[src/rtl/div_seq_nbits.sv]
// ---------------------------------------------------------------------------
// div_seq_nbits
//
// Multi-cycle N-bit integer divider (restoring shift-subtract, one quotient
// bit per clock). Handles signed (two's-complement, truncating) and unsigned
// operands. Sits beside the single-cycle ALU in the execute stage and is
// driven by the control unit through a start/done handshake.
//
// Ports
//   clk_i        system clock, rising edge
//   rst_i        synchronous reset, active-high
//   start_i      request a division (sampled only in IDLE)
//   signed_i     1 = two's-complement operands, captured with start_i
//   dividend_i   N-bit dividend, captured with start_i
//   divisor_i    N-bit divisor, captured with start_i
//   busy_o       high while an operation is in progress
//   done_o       one-cycle pulse when results are valid
//   quotient_o   quotient, held until rewritten by the next operation
//   remainder_o  remainder, held like the quotient
//   div_zero_o   divisor was zero, held like the results
//
// State table
//   state  | meaning
//   IDLE   | waiting for start_i, results held
//   CALC   | N shift/trial-subtract steps, one quotient bit per cycle
//   FIX    | sign correction / divide-by-zero result, outputs written
//   DONE   | done_o raised, busy_o dropped, back to IDLE
// ---------------------------------------------------------------------------
module div_seq_nbits #(
   parameter int N = 8
) (
   input  logic         clk_i,
   input  logic         rst_i,
   input  logic         start_i,
   input  logic         signed_i,
   input  logic [N-1:0] dividend_i,
   input  logic [N-1:0] divisor_i,
   output logic         busy_o,
   output logic         done_o,
   output logic [N-1:0] quotient_o,
   output logic [N-1:0] remainder_o,
   output logic         div_zero_o
);

   localparam int CW = $clog2(N + 1);

   typedef enum logic [1:0] {
      S_IDLE = 2'd0,
      S_CALC = 2'd1,
      S_FIX  = 2'd2,
      S_DONE = 2'd3
   } state_t;

   state_t r_state;
   state_t w_state_nxt;

   logic [N:0]   r_rem;
   logic [N-1:0] r_dvd;
   logic [N-1:0] r_dvs;
   logic [N-1:0] r_dvd_orig;
   logic [CW-1:0] r_cnt;
   logic         r_sign_q;
   logic         r_sign_r;
   logic         r_dz;
   logic         r_busy;
   logic         r_done;
   logic [N-1:0] r_quo_out;
   logic [N-1:0] r_rem_out;
   logic         r_dz_out;

   logic         w_dvd_neg;
   logic         w_dvs_neg;
   logic [N-1:0] w_dvd_mag;
   logic [N-1:0] w_dvs_mag;
   logic         w_dvs_zero;
   logic         w_last;
   logic [N+1:0] w_shift;
   logic [N+1:0] w_trial;
   logic         w_fits;
   logic [N-1:0] w_quo_fix;
   logic [N-1:0] w_rem_fix;

   // Operand magnitudes. The most-negative value maps onto itself, which
   // read as unsigned is exactly its magnitude, so overflow needs no case.
   assign w_dvd_neg  = signed_i & dividend_i[N-1];
   assign w_dvs_neg  = signed_i & divisor_i[N-1];
   assign w_dvd_mag  = w_dvd_neg ? (~dividend_i + 1'b1) : dividend_i;
   assign w_dvs_mag  = w_dvs_neg ? (~divisor_i + 1'b1) : divisor_i;
   assign w_dvs_zero = (divisor_i == '0);

   assign w_last = (r_cnt == CW'(N - 1));

   // The shifted partial remainder can reach 2^(N+1)-1, so the trial
   // subtraction carries one extra bit whose top bit is the borrow.
   assign w_shift = {r_rem, r_dvd[N-1]};
   assign w_trial = w_shift - {2'b00, r_dvs};
   assign w_fits  = ~w_trial[N+1];

   assign w_quo_fix = r_sign_q ? (~r_dvd + 1'b1) : r_dvd;
   assign w_rem_fix = r_sign_r ? (~r_rem[N-1:0] + 1'b1) : r_rem[N-1:0];

   always_ff @(posedge clk_i) begin
      if (rst_i) begin
         r_state <= S_IDLE;
      end else begin
         r_state <= w_state_nxt;
      end
   end

   always_comb begin
      w_state_nxt = r_state;
      unique case (r_state)
         S_IDLE: begin
            if (start_i) begin
               w_state_nxt = w_dvs_zero ? S_FIX : S_CALC;
            end
         end
         S_CALC: begin
            if (w_last) begin
               w_state_nxt = S_FIX;
            end
         end
         S_FIX:   w_state_nxt = S_DONE;
         S_DONE:  w_state_nxt = S_IDLE;
         default: w_state_nxt = S_IDLE;
      endcase
   end

   always_ff @(posedge clk_i) begin
      if (rst_i) begin
         r_rem      <= '0;
         r_dvd      <= '0;
         r_dvs      <= '0;
         r_dvd_orig <= '0;
         r_cnt      <= '0;
         r_sign_q   <= 1'b0;
         r_sign_r   <= 1'b0;
         r_dz       <= 1'b0;
         r_busy     <= 1'b0;
         r_done     <= 1'b0;
         r_quo_out  <= '0;
         r_rem_out  <= '0;
         r_dz_out   <= 1'b0;
      end else begin
         r_done <= 1'b0;
         unique case (r_state)
            S_IDLE: begin
               if (start_i) begin
                  r_dvd      <= w_dvd_mag;
                  r_dvs      <= w_dvs_mag;
                  r_dvd_orig <= dividend_i;
                  r_sign_q   <= w_dvd_neg ^ w_dvs_neg;
                  r_sign_r   <= w_dvd_neg;
                  r_dz       <= w_dvs_zero;
                  r_rem      <= '0;
                  r_cnt      <= '0;
                  r_busy     <= 1'b1;
               end
            end
            S_CALC: begin
               // The dividend register doubles as the quotient shift register.
               r_rem <= w_fits ? w_trial[N:0] : w_shift[N:0];
               r_dvd <= {r_dvd[N-2:0], w_fits};
               r_cnt <= r_cnt + CW'(1);
            end
            S_FIX: begin
               if (r_dz) begin
                  r_quo_out <= '1;
                  r_rem_out <= r_dvd_orig;
                  r_dz_out  <= 1'b1;
               end else begin
                  r_quo_out <= w_quo_fix;
                  r_rem_out <= w_rem_fix;
                  r_dz_out  <= 1'b0;
               end
            end
            S_DONE: begin
               r_busy <= 1'b0;
               r_done <= 1'b1;
            end
            default: begin
               r_busy <= 1'b0;
            end
         endcase
      end
   end

   assign busy_o      = r_busy;
   assign done_o      = r_done;
   assign quotient_o  = r_quo_out;
   assign remainder_o = r_rem_out;
   assign div_zero_o  = r_dz_out;

endmodule
[config.mk]
export PLATFORM = sky130hd
export DESIGN_NAME = div_seq_nbits
export DESIGN_NICKNAME = d
export VERILOG_FILES = /design/src/rtl/div_seq_nbits.sv
export SDC_FILE = /design/constraint.sdc
export NUM_CORES = 1
export LEC_CHECK = 0
export CORE_AREA = 2 2 80 82
export CTS_BUF_LIST = sky130_fd_sc_hd__clkbuf_8 sky130_fd_sc_hd__clkbuf_16
export DETAILED_ROUTE_END_ITERATION = 7
export DIE_AREA = 0 0 82 84
export PLACE_DENSITY = 0.84
export SLEW_MARGIN = 5
export SYNTH_ARGS = -nofsm -noshare
export SYNTH_HDL_FRONTEND = slang
export SYNTH_SLANG_ARGS = --single-unit
[constraint.sdc]
create_clock -name clk_i -period 5.17 [get_ports clk_i]
set_input_delay 0.7755 -clock clk_i [delete_from_list [all_inputs] [get_ports clk_i]]
set_output_delay 0.7755 -clock clk_i [all_outputs]
set_load 0.05 [all_outputs]
==> results of run 1 <==
[through the flow]
stage | util | std cells | total power [W] | setup slack [ps]
after floorplan | - | 463 | 0.00161 | 2970
after global placement | 0.647 | 550 | 0.00182 | 2550
after detailed placement | 0.647 | 550 | 0.00186 | 2520
after CTS | 0.680 | 566 | 0.00229 | 2720
after global routing | 0.680 | 566 | 0.00244 | 2470
final | 0.680 | 566 | 0.00230 | 2700
[kinds of logic (layout without fill, tap and decap cells)]
logic type,count (synthesis),after routing,synth area share
AND/OR/NAND/NOR,182,182,0.228
AO/OA/AOI/OAI,113,113,0.204
flip-flops,61,61,0.340
buffers and inverters,49,75,0.0554
XOR/XNOR,25,25,0.0662
adder cells (fa/ha/maj),18,18,0.0648
multiplexers,15,15,0.0418
[cell usage after synthesis (all sizes together) (2+ instances only)]
cell type | instances | area (µm²)
nand2 | 72 | 270
dfxtp | 61 | 1220
nor2 | 53 | 199
a21oi | 28 | 140
o21ai | 28 | 140
xnor2 | 22 | 211
clkbuf | 21 | 78.8
inv | 21 | 78.8
ha | 17 | 213
mux2i | 15 | 150
nand2b | 11 | 68.8
a211oi | 10 | 85.1
nor3 | 9 | 45.0
nand3 | 8 | 40.0
a31oi | 7 | 43.8
buf | 7 | 41.3
a311oi | 6 | 52.6
o22ai | 6 | 37.5
and3 | 5 | 31.3
o31ai | 5 | 37.5
or3 | 5 | 31.3
nor4 | 4 | 25.0
o41ai | 4 | 35.0
or4 | 4 | 30.0
a21boi | 3 | 33.8
a21o | 3 | 22.5
a22oi | 3 | 22.5
and2 | 3 | 18.8
nor3b | 3 | 22.5
o211ai | 3 | 22.5
xor2 | 3 | 26.3
a211o | 2 | 17.5
a221oi | 2 | 17.5
nor2b | 2 | 12.5
o21a | 2 | 15.0
[registers in the layout (all words and copies together) (netlist names)]
name and count:
done_o 1, r_dvd 8, quotient_o 8, r_dvd_orig 8
remainder_o 8, r_sign_r 1, busy_o 1, r_state 2
r_dz 1, r_cnt 4, r_dvs 8, div_zero_o 1
r_rem 9, r_sign_q 1
[layer usage]
metal	up-vias	global-route usage	part of all wire
met5	-	0	0
met4	0	0.112	0.026
met3	21	0.0574	0.070
met2	121	0.420	0.47
met1	1541	0.361	0.44
li1	1660	-	-
[worst max-delay path, delay by kind of cell (launching register included)]
family | cells | cell delay, ps
AO/OA/AOI/OAI | 3 | 1480
adder cells (fa/ha/maj) | 1 | 420
flip-flops | 1 | 390
buffers and inverters | 1 | 90
[layout make-up]
class,instances,share of cell area
flip-flops and latches,61,0.295
clock inverters,6,0.0151
multi-input cells,353,0.524
inverters,21,0.0190
well taps,77,0.0233
repair buffers,38,0.0906
clock buffers,10,0.0332
[power breakdown]
| part | leakage (nW) | switching (W) | total (W) | internal [W] |
|---|---|---|---|---|
| sequential | 0.498 | 0.000113 | 0.000692 | 0.000579 |
| combinational | 0.911 | 0.000718 | 0.00117 | 0.000455 |
| clock | 0.0943 | 0.000201 | 0.000435 | 0.000234 |
[cell usage in the layout, fill, tap and decap left out, drive strengths merged, types with 4 or more instances in the layout]
| cell type | netlist | final |
|---|---|---|
| nand3 | 8 | 8 |
| mux2i | 15 | 15 |
| nor2 | 53 | 53 |
| and3 | 5 | 5 |
| nor4 | 4 | 4 |
| a311oi | 6 | 6 |
| or4 | 4 | 4 |
| nor3 | 9 | 9 |
| o21ai | 28 | 28 |
| or3 | 5 | 5 |
| o31ai | 5 | 5 |
| ha | 17 | 17 |
| o22ai | 6 | 6 |
| clkbuf | 21 | 10 |
| a211oi | 10 | 10 |
| clkdlybuf4s50 | 0 | 37 |
| o41ai | 4 | 4 |
| nand2 | 72 | 72 |
| a21oi | 28 | 28 |
| nand2b | 11 | 11 |
| inv | 21 | 21 |
| a31oi | 7 | 7 |
| xnor2 | 22 | 22 |
| dfxtp | 61 | 61 |
[worst paths after layout]
kind	end	slack, ps	cells past startpoint
hold reg to reg	r_dvd_orig[4]	460	2
setup reg to reg	r_rem[3]	2700	5
hold / removal	r_dvd_orig[4]	460	2
setup / recovery	r_rem[3]	2700	5
==> results.md, run 1 <==
- Routed WL: 8810 µm
- Final period utilization: 0.477
- Register bit total from synthesis: 61
- CTS tree: done
- Sequential cell area: 0.00122 mm²
- Min-Delay Path Class: reg2reg
- Worst Tran Pin Value: 1210 ps
- Initial core utilization: 0.589
- HP Start: r_dvd_orig[4]
- DRC violations left: 0
- PortBufs: 38
- Layout fillers: 523
- Antenna Nets Post-Route: 0
- Initial antenna violation count: 0
- Post-Syn Area: 0.00359 mm²
- Fmax: 406 MHz
- Crit Path Max Fanout: 23
- Initial DRC count: 281
- Site row count: 29
- Io pins: 39
- Peak VDD IR: 0.000357 V
- Area of the multi-input gates: 0.00217 mm²
- Syn nets: 501
- Slowest CP cell: o21ai_1
- Diodes inserted: 0
- GRT Overall Usage: 0.271
- Reg clk slew, reported paths: 70 ps
- Placer Congestion: 0.893
- First-pass GRT wire length: 14400 µm
- Post-CTS Resized: 0
- Post-CTS Setup Repair Bufs: 0
- Die ar.: 0.00689 mm²
- Unrepaired setup endpoints after global routing: false
- Status: finished, final reports clean
- Syn Inst Count: 463
- Latest clock arrival within the worst-skew pair: 350 ps
- WP data arrival: 2730 ps
- WHS: 459 ps
- Grt total ovfl: 0
- Post-CTS Hold Buffers: 0
- Root Buffer: clkbuf_8
- Die width: 82 µm
- Relative max-transition margin: 0.188
- Fin area: 0.00414 mm²
- Clock sinks: 61
- Final setup viols: 0
- Crit path time final: 2470 ps
- Slew Viols, Final: 0
- Number of synthesized flops with an enable pin: 0
- Die H: 84 µm
- Critical Path End Type: register
- Hpwl dp: 6220 µm
- Final hold vios: 0
- Required @ worst endpoint: 5440 ps
- Area of the core: 0.00610 mm²
- Share of cells above drive strength 1: 0.0450
- Max incr delay on CP: 1030 ps
- Async SR Flop Fraction: 0
- Startpoint type of the worst setup path: register
- Synth Warn #: 0
- Yosys cell types: 47
- Syn avg cell area: 7.76 µm²
- Leakage Power: 1.50 nW
- Final Net Count: 522
- Critical path class: reg2reg
- Synth Flop Type: dfxtp_1
- Clock Skew: 3.61 ps
- Vias: 3343
- Area grow syn2layout: 15.4%
- Routed wire per std cell: 15.6 µm
- Setup crit start: r_state[1]
- Crit path cell chain: inv_1 > ha_1 > o21ai_1 > a221oi_1 > a31oi_1
- Final setup TNS: 0 ps
- Worst r2r src: r_state[1]
- Clock Tree Buf Depth: 2
- PwrDens: 555 mW/mm²
- H-Tree Depth: 3
- Vias in the first global route: 3138
- DR pass1 iterations: 5
- Pin count of the biggest net entering global routing: 60
- Placed cell area: 0.00394 mm²
- Max-Cap Viols: 0
- Routed vias/inst: 5.91
- CTS buffer count: 9
- Seq/Total Area, Yosys: 0.340
Power figures use the tool's default switching activity.
==> run 2: changes to the inputs <==
CORE_AREA = 2 2 87 89   (was 2 2 80 82)
DIE_AREA = 0 0 89 91   (was 0 0 82 84)
PLACE_DENSITY = 0.75   (was 0.84)
clock period = 2.1 ns   (was 5.17 ns; I/O delays follow)
==> results.md, run 2 (same netlist as run 1, synthesis figures left out) <==
- Unrepaired setup endpoints after global routing: true
- Placer Congestion: 0.875
- Final Net Count: 566
- Hpwl dp: 6550 µm
- Fmax: 483 MHz
- H-Tree Depth: 3
- Min-Delay Path Class: in2reg
- Area grow syn2layout: 27.7%
- Clock Skew: 11.3 ps
- Reg clk slew, reported paths: 80 ps
- Routed WL: 8850 µm
- Combinational power share: 0.571
- Critical Path End Type: register
- Status: finished, final reports clean
- Vias: 3454
- Reg2reg path depth: 10
- CTS buffer count: 9
- RR Endpoint: r_rem[8]
- Max-Cap Viols: 0
- PwrDens: 1340 mW/mm²
- Final period utilization: 0.985
- Slew Viols, Final: 0
- Utilization after layout: 0.642
- Startpoint type of the worst setup path: register
- Die width: 89 µm
- Clock Tree Buf Depth: 2
- Commonest cells after routing, fill and taps aside: nand2_1, nor2_1, dfxtp_1
- Final hold vios: 0
- Pin count of the biggest net entering global routing: 41
- DRC violations left: 0
- Clock sinks: 61
- Initial DRC count: 227
- Die H: 91 µm
- Root Buffer: clkbuf_8
- Worst Tran Pin Value: 669 ps
- First-pass GRT wire length: 15200 µm
- Io pins: 39
- Required @ worst endpoint: 2340 ps
- Commonest non-fill, non-tap cell in the layout: nand2_1
- Relative max-transition margin: 0.554
- Share of cells above drive strength 1: 0.165
- Worst R2R Setup Slack: 30 ps
- Critical path class: reg2reg
- Switching power: 0.00269 W
- Initial antenna violation count: 0
- Latest clock arrival within the worst-skew pair: 360 ps
- CTS tree: done
- P_int: 0.00346 W
- Clock network power share: 0.156
- Diodes inserted: 0
- Max reg flops: 9
- Area of the core: 0.00714 mm²
- Worst r2r src: r_dvd[7]
- Leakage Power: 1.72 nW
- Hold Crit Depth: 2
- Crit Path Max Fanout: 2
- Peak VDD IR: 0.000769 V
- Initial core utilization: 0.503
- Hold EP: r_dvs[0]
- WP data arrival: 2310 ps
- Die ar.: 0.00810 mm²
- Routed vias/inst: 5.47
- DR pass1 iterations: 4
- Vias in the first global route: 3379
- Pwr Total: 0.00616 W
- Sw Ratio: 0.438
- Site row count: 31
- Post-CTS Hold Buffers: 0
- PortBufs: 38
- Crit path time final: 2070 ps
- Reg with most FFs: r_rem
- Final setup viols: 0
- HP Start: rst_i
- GRT Overall Usage: 0.239
- Seq pwr share: 0.273
- Antenna Nets Post-Route: 0
- Routed wire per std cell: 14.0 µm
- Grt total ovfl: 0
## run 2: critical path, stage by stage (launching register included)
cell and delay, ps:
dfxtp_2 330, inv_2 60, ha_4 120, inv_2 30, fa_2 350, a211oi_2 200, nor2_1 70, or4_1 390
and3_1 160, a31oi_1 120, o211ai_1 90
## run 2: routing by layer
layer	part of all wire	track usage	up-vias
met3	0.054	0.0482	8
met5	0	0	-
met2	0.47	0.368	90
met4	0.014	0.0896	0
li1	-	-	1746
met1	0.46	0.327	1610
## run 2: worst max-delay path by stage
stage / slack, ps / depth (start not counted) / endpoint / start
finish: 30 / 10 / r_rem[8] / r_dvd[7]
global route: -110 / 10 / r_rem[8] / r_dvd[7]
CTS: 6 / 8 / r_dvd[0] / r_dvs[6]
detailed placement: -60 / 9 / r_rem[8] / r_dvs[0]
global placement: -4 / 9 / r_rem[8] / r_dvs[0]
floorplan: 5 / 10 / r_rem[8] / r_dvd[7]
## run 2: cell type report
cell class | count | area [µm²]
Timing Repair Buffer | 82 | 706
Tap cell | 99 | 124
Multi-Input combinational cell | 353 | 2270
Sequential cell | 61 | 1230
Clock inverter | 7 | 51.3
Clock buffer | 9 | 124
Fill cell | 632 | 2550
Inverter | 21 | 78.8
## run 2: power groups by stage
stage / clock, W / combinational [W] / sequential [W]
floorplan: 0 / 0.00209 / 0.00189
global placement: 0 / 0.00327 / 0.00168
detailed placement: 0 / 0.00335 / 0.00169
CTS: 0.000975 / 0.00339 / 0.00167
global route: 0.00102 / 0.00386 / 0.00172
finish: 0.000960 / 0.00351 / 0.00168
## run 2: stage by stage
step                      setup TNS, ps  hold slack, ps  instance area [µm²]  setup slack (ps)  instances
after floorplan                       0             431                 3610              5.42        463
after global placement            -4.00             443                 4310             -4.00        614
after detailed placement           -271             450                 4310             -64.3        614
after CTS                             0             372                 4500              5.60        630
after global routing               -167             400                 4580              -108        632
final                                 0             379                 4580              31.4        632
## run 2: repair_timing
action,4_1_cts,5_1_grt
cloned,0,0
hold endpoints to repair,0,0
setup buffers,0,2
resized for setup,3,15
pin swaps,6,5
setup endpoints to repair,7,10
==> run 3: changes to the inputs <==
CELL_PAD_IN_SITES_DETAIL_PLACEMENT = 1   (was default)
CELL_PAD_IN_SITES_GLOBAL_PLACEMENT = 2   (was default)
CORE_AREA = 2 2 113 115   (was 2 2 87 89)
DIE_AREA = 0 0 115 117   (was 0 0 89 91)
PLACE_DENSITY = default   (was 0.75)
PLACE_DENSITY_LB_ADDON = 0.1   (was default)
==> results.md, run 3 (same netlist as run 1, synthesis figures left out) <==
- Share of cells above drive strength 1: 0.187
- Grt total ovfl: 0
- Antenna Nets Post-Route: 0
- Utilization after layout: 0.396
- Initial antenna violation count: 0
- Area of the core: 0.0123 mm²
- Area grow syn2layout: 35.7%
- Commonest non-fill, non-tap cell in the layout: nand2_1
- Setup ws final: 8.28 ps
- Site row count: 41
- DRC violations left: 0
- Critical Path End Type: register
- Startpoint type of the worst setup path: register
- Crit path time final: 2090 ps
- Initial DRC count: 77
- First-pass GRT wire length: 17700 µm
- HP Start: rst_i
- Max reg flops: 9
- Placed Cells: 674
- Critical path class: reg2reg
- Reg2reg path depth: 10
- Worst Tran Pin Value: 751 ps
- Routed wire per std cell: 15.7 µm
- Vias: 3468
- Clock sinks: 61
- Final Net Count: 578
- CTS buffer count: 9
- PwrDens: 1450 mW/mm²
- Fmax: 478 MHz
- Vias in the first global route: 3456
- PortBufs: 38
- Routed WL: 10900 µm
- Non-filler cells, final: 695
- Latest clock arrival within the worst-skew pair: 330 ps
- Max-Cap Viols: 0
- Crit Path Max Fanout: 2
- Relative max-transition margin: 0.499
- Initial core utilization: 0.292
- Pwr Total: 0.00705 W
- Pin count of the biggest net entering global routing: 30
- Final hold vios: 0
- Root Buffer: clkbuf_16
- Slew Viols, Final: 0
- Hold Crit Depth: 2
- Leakage Power: 1.84 nW
- Reg clk slew, reported paths: 50 ps
- CTS tree: done
- Status: finished, final reports clean
- Commonest cells after routing, fill and taps aside: nand2_1, dfxtp_1, buf_4
- Diodes inserted: 0
- Place WS: -116 ps
- Peak VDD IR: 0.000394 V
- Routed vias/inst: 4.99
- Post-CTS Hold Buffers: 0
- Reg with most FFs: r_rem
- GRT Overall Usage: 0.171
- Placer Congestion: 0.769
- WP data arrival: 2300 ps
- H-Tree Depth: 3
- Die H: 117 µm
- WHS: 232 ps
- Final setup viols: 0
- Die width: 115 µm
- Clock Skew: 6.63 ps
- Clock Tree Buf Depth: 2
- Hold EP: r_rem[1]
- Worst R2R Setup Slack: 8 ps
- Hpwl dp: 8400 µm
- DR pass1 iterations: 4
- Unrepaired setup endpoints after global routing: true
- Final period utilization: 0.996
- Required @ worst endpoint: 2310 ps
- Io pins: 39
- RR Endpoint: r_rem[8]
- Min-Delay Path Class: in2reg
- Die ar.: 0.0135 mm²
- Worst r2r src: r_dvd[7]
==> run 3: cell types whose count changed in the layout (fill, tap and decap cells not counted), sizes merged <==
| cell | before | now |
|---|---|---|
| clkinvlp | 2 | 1 |
| clkbuf | 9 | 11 |
| inv | 22 | 21 |
| buf | 45 | 57 |
==> run 3: stage by stage <==
step / instance area [µm²] / setup TNS, ps
2_1_floorplan: 3610 / 0
3_3_place_gp: 4440 / -55.3
3_5_place_dp: 4440 / -577
4_1_cts: 4790 / -31.3
5_1_grt: 4870 / -191
6_report: 4870 / 0
==> run 3: worst max-delay path, stage by stage, from the launching register on <==
cell	delay [ps]
dfxtp_2	320
inv_2	60
ha_4	120
inv_2	30
fa_2	340
a211oi_2	190
nor2_1	80
or4_1	390
and3_4	160
a31oi_1	140
o211ai_1	110
==> run 3: routing by layer <==
layer	part of all wire	up-vias	routed length, µm	global-route usage
met2	0.45	42	4860	0.269
met5	0	-	0	0
met4	0.015	0	166	0.0691
li1	-	1769	-	-
met3	0.025	11	271	0.0268
met1	0.51	1646	5590	0.234
==> run 3: how the worst max path moves through the flow <==
stage / endpoint / cells after the start / start / slack [ps]
detailed placement: r_rem[8] / 9 / r_dvs[0] / -120
finish: r_rem[8] / 10 / r_dvd[7] / 8
global route: r_rem[8] / 10 / r_dvd[7] / -80
floorplan: r_rem[8] / 10 / r_dvd[7] / 5
global placement: r_rem[8] / 9 / r_dvs[0] / -40
CTS: r_rem[8] / 10 / r_dvd[7] / -30
==> run 3: where the power goes <==
group / switching, W / internal, W / total, W
Sequential: 0.000241 / 0.00143 / 0.00167
Clock: 0.000557 / 0.000862 / 0.00142
Combinational: 0.00212 / 0.00183 / 0.00395
Total: 0.00292 / 0.00413 / 0.00705
==> run 3: layout make-up <==
type                    count  area, µm²
clock buffers              11        253
clock inverters             5       35.0
fillers                  1499       7440
inverters                  21       78.8
multi-input cells         353       2280
flip-flops and latches     61       1230
well taps                 150        188
repair buffers             94        812
==> run 3: timing repair <==
| item | 4_1_cts | 5_1_grt |
|---|---|---|
| buffers inserted | 3 | 2 |
| setup endpoints to repair | 8 | 12 |
| gates resized for setup | 4 | 16 |
| pin swaps | 8 | 6 |
